$ cat src/rtl/intr_arbiter.sv
// -----------------------------------------------------------------------------
// intr_arbiter
//
// Unibus interrupt arbiter for a single BR level. Collects level-sensitive
// requests and vectors from up to NDEV devices (index 0 = highest priority),
// runs the BR/BG/SACK/BBSY/INTR handshake, puts the winning vector on the data
// lines and reports the accepted vector back to the devices via intgnt/igvec.
// Grants that arrive with no local request are passed downstream on bg_out.
//
// Optional feature macro: INTARB_TIMEOUT_EN
//   defined   -> VECT aborts after TIMEOUT cycles without SSYN (no intgnt).
//   undefined -> VECT waits for SSYN indefinitely.
//
// Ports
//   CLOCK, RESET     clock, synchronous active-high reset
//   init_in_h        bus INIT, same effect as RESET
//   intreqs/irvecs   device requests (level) and their 8-bit vectors
//   intgnt/igvec     one-cycle accept pulse and the accepted vector (held)
//   bus_br_out_h     BR request to the CPU
//   bus_bg_in_h      BG from upstream; bus_bg_out_h BG passed downstream
//   bus_sack_out_h   SACK
//   bus_bbsy_in_h    BBSY from other masters; bus_bbsy_out_h our BBSY
//   bus_ssyn_in_h    SSYN from the CPU
//   bus_intr_out_h   INTR
//   bus_d_out_h      data lines, {8'b0, vector} while presenting the vector
//
// State table
//   state  | meaning
//   IDLE   | tracking requests on BR, waiting for a BG rising edge
//   PASS   | no local request at grant; BG forwarded downstream
//   GRANT  | SACK held, waiting for BG, BBSY and SSYN to be released
//   DESKEW | BBSY and data driven, one cycle for the data to settle
//   VECT   | INTR asserted, waiting for SSYN from the CPU
//   WSSYN  | vector accepted, waiting for SSYN to drop
// -----------------------------------------------------------------------------
module intr_arbiter #(
  parameter int NDEV    = 4,
  parameter int TIMEOUT = 1023
) (
  input  logic              CLOCK,
  input  logic              RESET,
  input  logic              init_in_h,
  input  logic [NDEV-1:0]   intreqs,
  input  logic [8*NDEV-1:0] irvecs,
  output logic              intgnt,
  output logic [7:0]        igvec,
  output logic              bus_br_out_h,
  input  logic              bus_bg_in_h,
  output logic              bus_bg_out_h,
  output logic              bus_sack_out_h,
  input  logic              bus_bbsy_in_h,
  output logic              bus_bbsy_out_h,
  input  logic              bus_ssyn_in_h,
  output logic              bus_intr_out_h,
  output logic [15:0]       bus_d_out_h
);

  localparam logic [2:0] ST_IDLE   = 3'd0;
  localparam logic [2:0] ST_PASS   = 3'd1;
  localparam logic [2:0] ST_GRANT  = 3'd2;
  localparam logic [2:0] ST_DESKEW = 3'd3;
  localparam logic [2:0] ST_VECT   = 3'd4;
  localparam logic [2:0] ST_WSSYN  = 3'd5;

  // TIMEOUT has to fit the 10-bit VECT counter; an out-of-range setting
  // shows up as this named block in the elaborated hierarchy.
  if (TIMEOUT < 1 || TIMEOUT > 1023) begin : g_timeout_out_of_range
  end

  logic [2:0]  r_state;
  logic        r_lastbg;
  logic [7:0]  r_vec;
  logic        r_intgnt;
  logic [7:0]  r_igvec;
  logic        r_br;
  logic        r_bg_out;
  logic        r_sack;
  logic        r_bbsy;
  logic        r_intr;
  logic [15:0] r_d;

  logic        w_bgrise;
  logic        w_any;
  logic [7:0]  w_win_vec;
  logic        w_bus_free;

`ifdef INTARB_TIMEOUT_EN
  localparam logic [9:0] TIMEOUT_TC = 10'(TIMEOUT - 1);
  logic [9:0] r_vect_cnt;
`endif

  assign w_bgrise   = bus_bg_in_h & ~r_lastbg;
  assign w_any      = |intreqs;
  assign w_bus_free = ~bus_bg_in_h & ~bus_bbsy_in_h & ~bus_ssyn_in_h;

  // Walk from the lowest priority up so the lowest requesting index wins.
  always_comb begin
    w_win_vec = 8'h00;
    for (int i = NDEV - 1; i >= 0; i--) begin
      if (intreqs[i]) begin
        w_win_vec = irvecs[8*i +: 8];
      end
    end
  end

  always_ff @(posedge CLOCK) begin
    if (RESET || init_in_h) begin
      r_state  <= ST_IDLE;
      r_lastbg <= 1'b0;
      r_vec    <= 8'h00;
      r_intgnt <= 1'b0;
      r_igvec  <= 8'h00;
      r_br     <= 1'b0;
      r_bg_out <= 1'b0;
      r_sack   <= 1'b0;
      r_bbsy   <= 1'b0;
      r_intr   <= 1'b0;
      r_d      <= 16'h0000;
`ifdef INTARB_TIMEOUT_EN
      r_vect_cnt <= 10'd0;
`endif
    end else begin
      r_lastbg <= bus_bg_in_h;
      r_intgnt <= 1'b0;

      case (r_state)
        ST_IDLE: begin
          r_br <= w_any;
          if (w_bgrise) begin
            if (w_any) begin
              // Request set is frozen here; later changes wait for the next BR.
              r_vec   <= w_win_vec;
              r_sack  <= 1'b1;
              r_br    <= 1'b0;
              r_state <= ST_GRANT;
            end else begin
              r_bg_out <= 1'b1;
              r_state  <= ST_PASS;
            end
          end
        end

        ST_PASS: begin
          r_bg_out <= bus_bg_in_h;
          if (!bus_bg_in_h) begin
            r_state <= ST_IDLE;
          end
        end

        ST_GRANT: begin
          if (w_bus_free) begin
            r_bbsy  <= 1'b1;
            r_d     <= {8'h00, r_vec};
            r_state <= ST_DESKEW;
          end
        end

        ST_DESKEW: begin
          r_intr  <= 1'b1;
          r_sack  <= 1'b0;
          r_state <= ST_VECT;
`ifdef INTARB_TIMEOUT_EN
          r_vect_cnt <= 10'd0;
`endif
        end

        ST_VECT: begin
          if (bus_ssyn_in_h) begin
            r_intgnt <= 1'b1;
            r_igvec  <= r_vec;
            r_intr   <= 1'b0;
            r_bbsy   <= 1'b0;
            r_d      <= 16'h0000;
            r_state  <= ST_WSSYN;
          end
`ifdef INTARB_TIMEOUT_EN
          else if (r_vect_cnt == TIMEOUT_TC) begin
            // Count would reach TIMEOUT this cycle: give up the bus silently.
            r_intr  <= 1'b0;
            r_bbsy  <= 1'b0;
            r_d     <= 16'h0000;
            r_state <= ST_IDLE;
          end else begin
            r_vect_cnt <= r_vect_cnt + 10'd1;
          end
`endif
        end

        ST_WSSYN: begin
          if (!bus_ssyn_in_h) begin
            r_state <= ST_IDLE;
          end
        end

        default: begin
          r_state  <= ST_IDLE;
          r_br     <= 1'b0;
          r_bg_out <= 1'b0;
          r_sack   <= 1'b0;
          r_bbsy   <= 1'b0;
          r_intr   <= 1'b0;
          r_d      <= 16'h0000;
        end
      endcase
    end
  end

  assign intgnt         = r_intgnt;
  assign igvec          = r_igvec;
  assign bus_br_out_h   = r_br;
  assign bus_bg_out_h   = r_bg_out;
  assign bus_sack_out_h = r_sack;
  assign bus_bbsy_out_h = r_bbsy;
  assign bus_intr_out_h = r_intr;
  assign bus_d_out_h    = r_d;

endmodule

$ cat config.mk
export PLATFORM = sky130hd
export DESIGN_NAME = intr_arbiter
export DESIGN_NICKNAME = d
export VERILOG_FILES = /design/src/rtl/intr_arbiter.sv
export SDC_FILE = /design/constraint.sdc
export NUM_CORES = 1
export LEC_CHECK = 0
export CORE_ASPECT_RATIO = 1.2
export CORE_MARGIN = 2
export CORE_UTILIZATION = 31
export DETAILED_ROUTE_END_ITERATION = 8
export PLACE_DENSITY_LB_ADDON = 0.08
export SYNTH_ARGS = -nofsm -noshare
export SYNTH_HDL_FRONTEND = slang
export SYNTH_SLANG_ARGS = --single-unit
$ cat constraint.sdc
create_clock -name CLOCK -period 3.53 [get_ports CLOCK]
set_clock_uncertainty 0.15 [all_clocks]
set_input_delay 0.706 -clock CLOCK [delete_from_list [all_inputs] [get_ports CLOCK]]
set_output_delay 0.706 -clock CLOCK [all_outputs]
set_load 0.02 [all_outputs]
==> impl_results.md, run 1 <==
* WP data arrival at approximately 2.6 ns
* CTS Root Cell: clkbuf_8
* Place WS at roughly 0.72 ns
* Area share of the largest cell type after synthesis at 0.3831
* Number of synthesized flops with an enable pin at 0
* Warnings from Yosys at 0
* Cell count of the worst hold path at 2
* Gate Count Post-Synth at 203
* Total global-route track usage at 0.1618
* Die Ht at 86.93 um
* R2r setup slk at approximately 1.2 ns
* Drt first pass iters at 4
* #FFs+latches synth at 34
* Number of global-route vias before repair at approximately 1600
* Fill cell count at ~570
* Hold/Removal Path Class: flip-flop to flip-flop
* Design Power at around 0.0008 W
* Synth top area cells: dfxtp_1 (38%), o41ai_2 (7.3%), nand2_1 (5.7%)
* Cts repair resizes at 0
* Remaining DRCs at 0
* Hold Fails Final Rpt at 0
* Status: finished, final reports clean
* FF/Latch Area at about 700 um2
* Skew-Pair Late Insertion Delay at just under 0.3 ns
* Crit path capture: r_vec[4]
* Vias per cell at 5.307
* Fin cells at roughly 320
* Grt total ovfl at 0
* CTS H-Tree Depth at 2
* Total clock sinks at 34
* Unrepaired setup endpoints after global routing: false
* Min Tclk post-route at about 2.6 ns
* Critical Path Start: bus_bg_in_h
* PnR worst setup slack at just under 1 ns
* Die area at roughly 6400 um2
* Detailed placer's ending HPWL at around 3600 um
* CORE AREA at about 5600 um2
* Area occupied by multi-input gates at approximately 970 um2
* Crit path cell chain: clkdlybuf4s50_1 -> nand2b_1 -> or3_1 -> o41ai_2
* Synthesized cell area at between 1500 and 2000 um2
* Ant. Diodes at 0
* Finished Core Util at 0.4443
* Final setup viols at 0
* Number of port buffers at 63
* Hold Path Origin: igvec[4]
* Rows at 30
* Tcrit/Tclk final at 0.7235
* Routed wire length per instance at ~15 um
* Worst slew margin at 0.5199
* First-pass GRT wire length at between 7000 and 8000 um
* Reg2reg start: r_state[0]
* Predominant post-synthesis flop cell: dfxtp_1
* Area leader, netlist: dfxtp_1
* Starting Density at 0.3177
* Leak at around 0.84 nW
* Power per standard cell area at around 320 nW/um2
* Cells after DPL at 315
* Sequential area share after synthesis at 0.3831
* Crit. End Element: flip-flop
* Cell with the most instances after synthesis: dfxtp_1
* Area delta synth->final at 39.86%
* Post-synth top cells: dfxtp_1 (34), nand2_1 (27), o22ai_1 (16), a21oi_1 (13), o21ai_0 (12)
* Worst r2r path cells at 3
* Maxcap violations at 0
* Slowest stage delay, CP at around 0.62 ns
* Number of setup buffers added after CTS at 0
* Reg clk slew, reported paths at ~0.070 ns
* Initial DRC count at ~100
* Clk buf depth at 2
* Share of post-route cells with drive strength above 1 at 0.09302
* Required @ worst endpoint at between 3 and 4 ns
* Post-Syn Area per Cell at a little under 9 um2
* FF-to-FF End: r_vec[4]
* FMAX at just under 400 MHz
* Antenna violations before repair at 0
* Worst Setup Start Kind: input pin
* Pin count of the biggest net entering global routing at 24
* Gpl congestion at approximately 0.82
* WS Path Type: input pin to flip-flop
* CP max FO at 12
* Setup_tns at 0 ns
* FFs w/ async S/R, synth at 0
* CTS Hold Bufs at 0
* Die X at approximately 73 um
* Post-synth cell types at between 40 and 50
* I/O pin cnt at 72
* Layout Nets at between 300 and 400
* Peak VDD IR at around 0.11 mV
* Num CTS Buffers at 5
* CTS tree: built
* Worst Max-Slew Pin Slew at between 0.7 and 0.8 ns
* Routed WL at 4746 um
* Slowest CP cell: clkdlybuf4s50_1
* Vias at around 1700
* Post-DRT Antenna Nets at 0
* Max-slew violation count at 0
-- registers in the layout, indices dropped and copies added, names as in the netlist --
| signal | count |
|---|---|
| igvec | 8 |
| bus_bg_out_h | 1 |
| bus_d_out_h | 8 |
| intgnt | 1 |
| bus_intr_out_h | 1 |
| bus_sack_out_h | 1 |
| bus_bbsy_out_h | 1 |
| r_vec | 8 |
| bus_br_out_h | 1 |
| r_lastbg | 1 |
| r_state | 3 |
-- layout make-up --
cell class | count | share of cell area
inverter | 5 | 0.007553
multi-input combinational | 145 | 0.3887
clock inverter | 2 | 0.004028
sequential | 34 | 0.2739
timing repair buffer | 67 | 0.2659
tap | 64 | 0.03223
clock buffer | 5 | 0.02769
-- stage by stage --
step / hold WS [ns] / area (um2)
floorplan: 0.2921 / 1803
global placement: 0.2953 / 2406
detailed placement: 0.2990 / 2406
CTS: 0.3090 / 2485
global route: 0.3293 / 2485
finish: 0.3046 / 2485
-- critical path, delay by kind of cell --
kind            cells  cell delay [ns]
simple gates        2             0.88
buf+inv             1             0.62
compound gates      1             0.38
-- cells in the final DEF, fill, tap and decap left out, types with 2 or more instances in the layout --
| cell type | synthesis | layout |
|---|---|---|
| clkinv_2 | 0 | 2 |
| nor2b_1 | 2 | 2 |
| o211ai_1 | 3 | 3 |
| buf_4 | 8 | 4 |
| o21ai_0 | 12 | 12 |
| o41ai_2 | 8 | 8 |
| or3_1 | 2 | 2 |
| ha_1 | 2 | 2 |
| nor2_1 | 2 | 2 |
| nand3_1 | 2 | 2 |
| o22ai_1 | 16 | 16 |
| o21ba_2 | 2 | 2 |
| nor3_1 | 4 | 4 |
| inv_1 | 5 | 5 |
| o311ai_0 | 8 | 8 |
| a221oi_1 | 8 | 8 |
| nand2_1 | 27 | 27 |
| clkdlybuf4s50_1 | 0 | 63 |
| a211oi_1 | 2 | 2 |
| a21oi_1 | 13 | 13 |
| nand2b_1 | 3 | 3 |
| conb_1 | 1 | 8 |
| nor4b_1 | 2 | 2 |
| dfxtp_1 | 34 | 34 |
| clkbuf_8 | 0 | 5 |
| or2_2 | 2 | 2 |
-- layer usage --
layer  part of all wire  up-vias  track usage
li1                   -      866            -
met1               0.44      773       0.2041
met2               0.47       64       0.2621
met3              0.070        6      0.04282
met4              0.017        0      0.06061
met5                  0        -            0
-- worst min-delay path by stage --
stage,to,slack (ns)
after floorplan,igvec[0],0.29
after global placement,igvec[3],0.30
after detailed placement,igvec[4],0.30
after CTS,igvec[4],0.31
after global routing,igvec[4],0.33
final,igvec[4],0.30
-- cell families (layout without fill, tap and decap cells) --
group | count (synthesis) | count (layout) | share of synthesized area
DFF | 34 | 34 | 0.3831
xor gates and xnor gates | 1 | 1 | 0.004930
muxes | 1 | 1 | 0.005634
AOI/OAI and AO/OA | 78 | 78 | 0.3401
and+or+nand+nor | 55 | 55 | 0.1620
other | 1 | 8 | 0.002111
adders and majority gates | 2 | 2 | 0.01408
buffers and inverters | 31 | 79 | 0.08803
-- power by group --
group          switching (W)  internal [W]
Clock               0.000140      0.000132
Combinational      0.0000603     0.0000678
Sequential        0.00000848      0.000390
No activity file was read; power rests on OpenSTA's default activity.
==> run 2, diff against run 1 <==
==> constraint.sdc (replaced) <==
create_clock -name CLOCK -period 2.2 [get_ports CLOCK]
set_clock_uncertainty 0.15 [all_clocks]
set_input_delay 0.44 -clock CLOCK [delete_from_list [all_inputs] [get_ports CLOCK]]
set_output_delay 0.44 -clock CLOCK [all_outputs]
set_load 0.02 [all_outputs]
==> impl_results.md, run 2 (synthesis results as in run 1) <==
* Design Power at 0.001304 W
* CTS Root Cell: clkbuf_8
* Max-slew violation count at 0
* Antenna violations before repair at 0
* Tcrit/Tclk final at 0.9110
* Reg clk slew, reported paths at about 0.06 ns
* Hold/Removal Path Class: flip-flop to flip-flop
* Fin cells at roughly 340
* Pin count of the biggest net entering global routing at 23
* Die area at ~6400 um2
* Area delta synth->final at 47.89%
* Gpl congestion at 0.7550
* Worst slew margin at 0.5266
* Vias per cell at 5.129
* FF-to-FF End: r_vec[1]
* Share of post-route cells with drive strength above 1 at 0.1552
* Met3 global-route usage at 0.04398
* Crit. End Element: flip-flop
* Met2 Use GR at 0.2629
* Required @ worst endpoint at 2.20 ns
* Peak VDD IR at approximately 0.19 mV
* Detailed placer's ending HPWL at roughly 3800 um
* Num CTS Buffers at 5
* Crit path capture: bus_d_out_h[5]
* Critical Path Start: bus_bg_in_h
* Routed wire length per instance at roughly 14 um
* Met1 usage in global routing at 0.2094
* Die Ht at 86.93 um
* Remaining DRCs at 0
* Skew-Pair Late Insertion Delay at roughly 0.29 ns
* WS Path Type: input pin to flip-flop
* Post-DRT Antenna Nets at 0
* Commonest non-fill, non-tap cell in the layout: clkdlybuf4s50_1
* Starting Density at 0.3177
* First-pass GRT wire length at between 8000 and 9000 um
* Layout Nets at roughly 320
* Cells after DPL at ~330
* Cts repair resizes at 0
* Drt first pass iters at 4
* WP data arrival at 2.00 ns
* FMAX at about 500 MHz
* Reg2reg start: r_state[1]
* Clk buf depth at 2
* Grt peak-use layer: met2
* Total clock sinks at 34
* Total global-route track usage at 0.1634
* Die X at around 73 um
* R2r setup slk at between 0.2 and 0.3 ns
* CTS tree: built
* Worst Max-Slew Pin Slew at 0.7069 ns
* Min Tclk post-route at 2.004 ns
* Rows at 30
* CORE AREA at between 5000 and 6000 um2
* Vias at ~1700
* Unrepaired setup endpoints after global routing: false
* CTS Hold Bufs at 0
* Grt total ovfl at 0
* I/O pin cnt at 72
* Maxcap violations at 0
* Worst Setup Start Kind: input pin
* CTS H-Tree Depth at 2
* Initial DRC count at 81
* Worst r2r path cells at 4
* Number of port buffers at 63
* Routed WL at between 4000 and 5000 um
* Final setup viols at 0
* Power per standard cell area at 496.3 nW/um2
* Leak at 0.9367 nW
* Number of setup buffers added after CTS at 0
* Most frequent cells in the layout: clkdlybuf4s50_1 (63), dfxtp_1 (34), nand2_1 (27), buf_4 (23), o22ai_1 (16)
* Hold Fails Final Rpt at 0
* Number of global-route vias before repair at ~1800
* CP max FO at 9
* Ant. Diodes at 0
* Status: finished, final reports clean
==> run 2: changes by cell type in the layout (fill, tap and decap cells not counted) <==
cell and change:
buf_4 +19
==> run 2: per-stage QoR <==
stage | hold WS, ns | util | setup TNS, ns | instance area (um2) | setup WS (ns)
global placement | 0.2964 | 0.4557 | -1.207 | 2549 | -0.1108
global route | 0.3321 | 0.4698 | 0 | 2628 | 0.1006
CTS | 0.3087 | 0.4698 | 0 | 2628 | 0.1857
finish | 0.3070 | 0.4698 | 0 | 2628 | 0.1958
floorplan | 0.2921 | - | 0 | 1803 | 0.3352
detailed placement | 0.2996 | 0.4557 | -1.213 | 2549 | -0.1146
==> run 2: worst min path at each step <==
stage	cells after the start	startpoint	slack [ns]	endpoint
floorplan	2	r_vec[0]	0.29	igvec[0]
global placement	2	igvec[3]	0.30	igvec[3]
detailed placement	2	igvec[3]	0.30	igvec[3]
CTS	2	igvec[3]	0.31	igvec[3]
global route	2	igvec[5]	0.33	igvec[5]
finish	2	igvec[3]	0.31	igvec[3]
==> run 2: metal layers <==
layer / up-vias / part of all wire
li1: 902 / -
met1: 780 / 0.46
met2: 62 / 0.47
met3: 5 / 0.056
met4: 0 / 0.015
met5: - / 0
==> run 2: worst max-delay path, stage by stage <==
cell             delay [ns]
clkdlybuf4s50_1        0.47
or4b_2                 0.80
o21ai_0                0.20
o22ai_1                0.09
==> run 2: area by class of cell <==
type,instances,area [um2]
fill,549,2965
multi-input combinational,145,965.9
timing repair buffer,86,803.3
sequential,34,680.7
tap,64,80.08
clock buffer,5,68.82
inverter,5,18.77
clock inverter,2,10.01
==> run 2: power by group <==
part | switching, W | total, W | leakage (nW) | internal, W
clock network | 0.000224 | 0.000436 | 0.0438 | 0.000212
registers | 0.0000105 | 0.000637 | 0.275 | 0.000627
logic | 0.000105 | 0.000231 | 0.618 | 0.000126
total | 0.000339 | 0.00130 | 0.937 | 0.000965
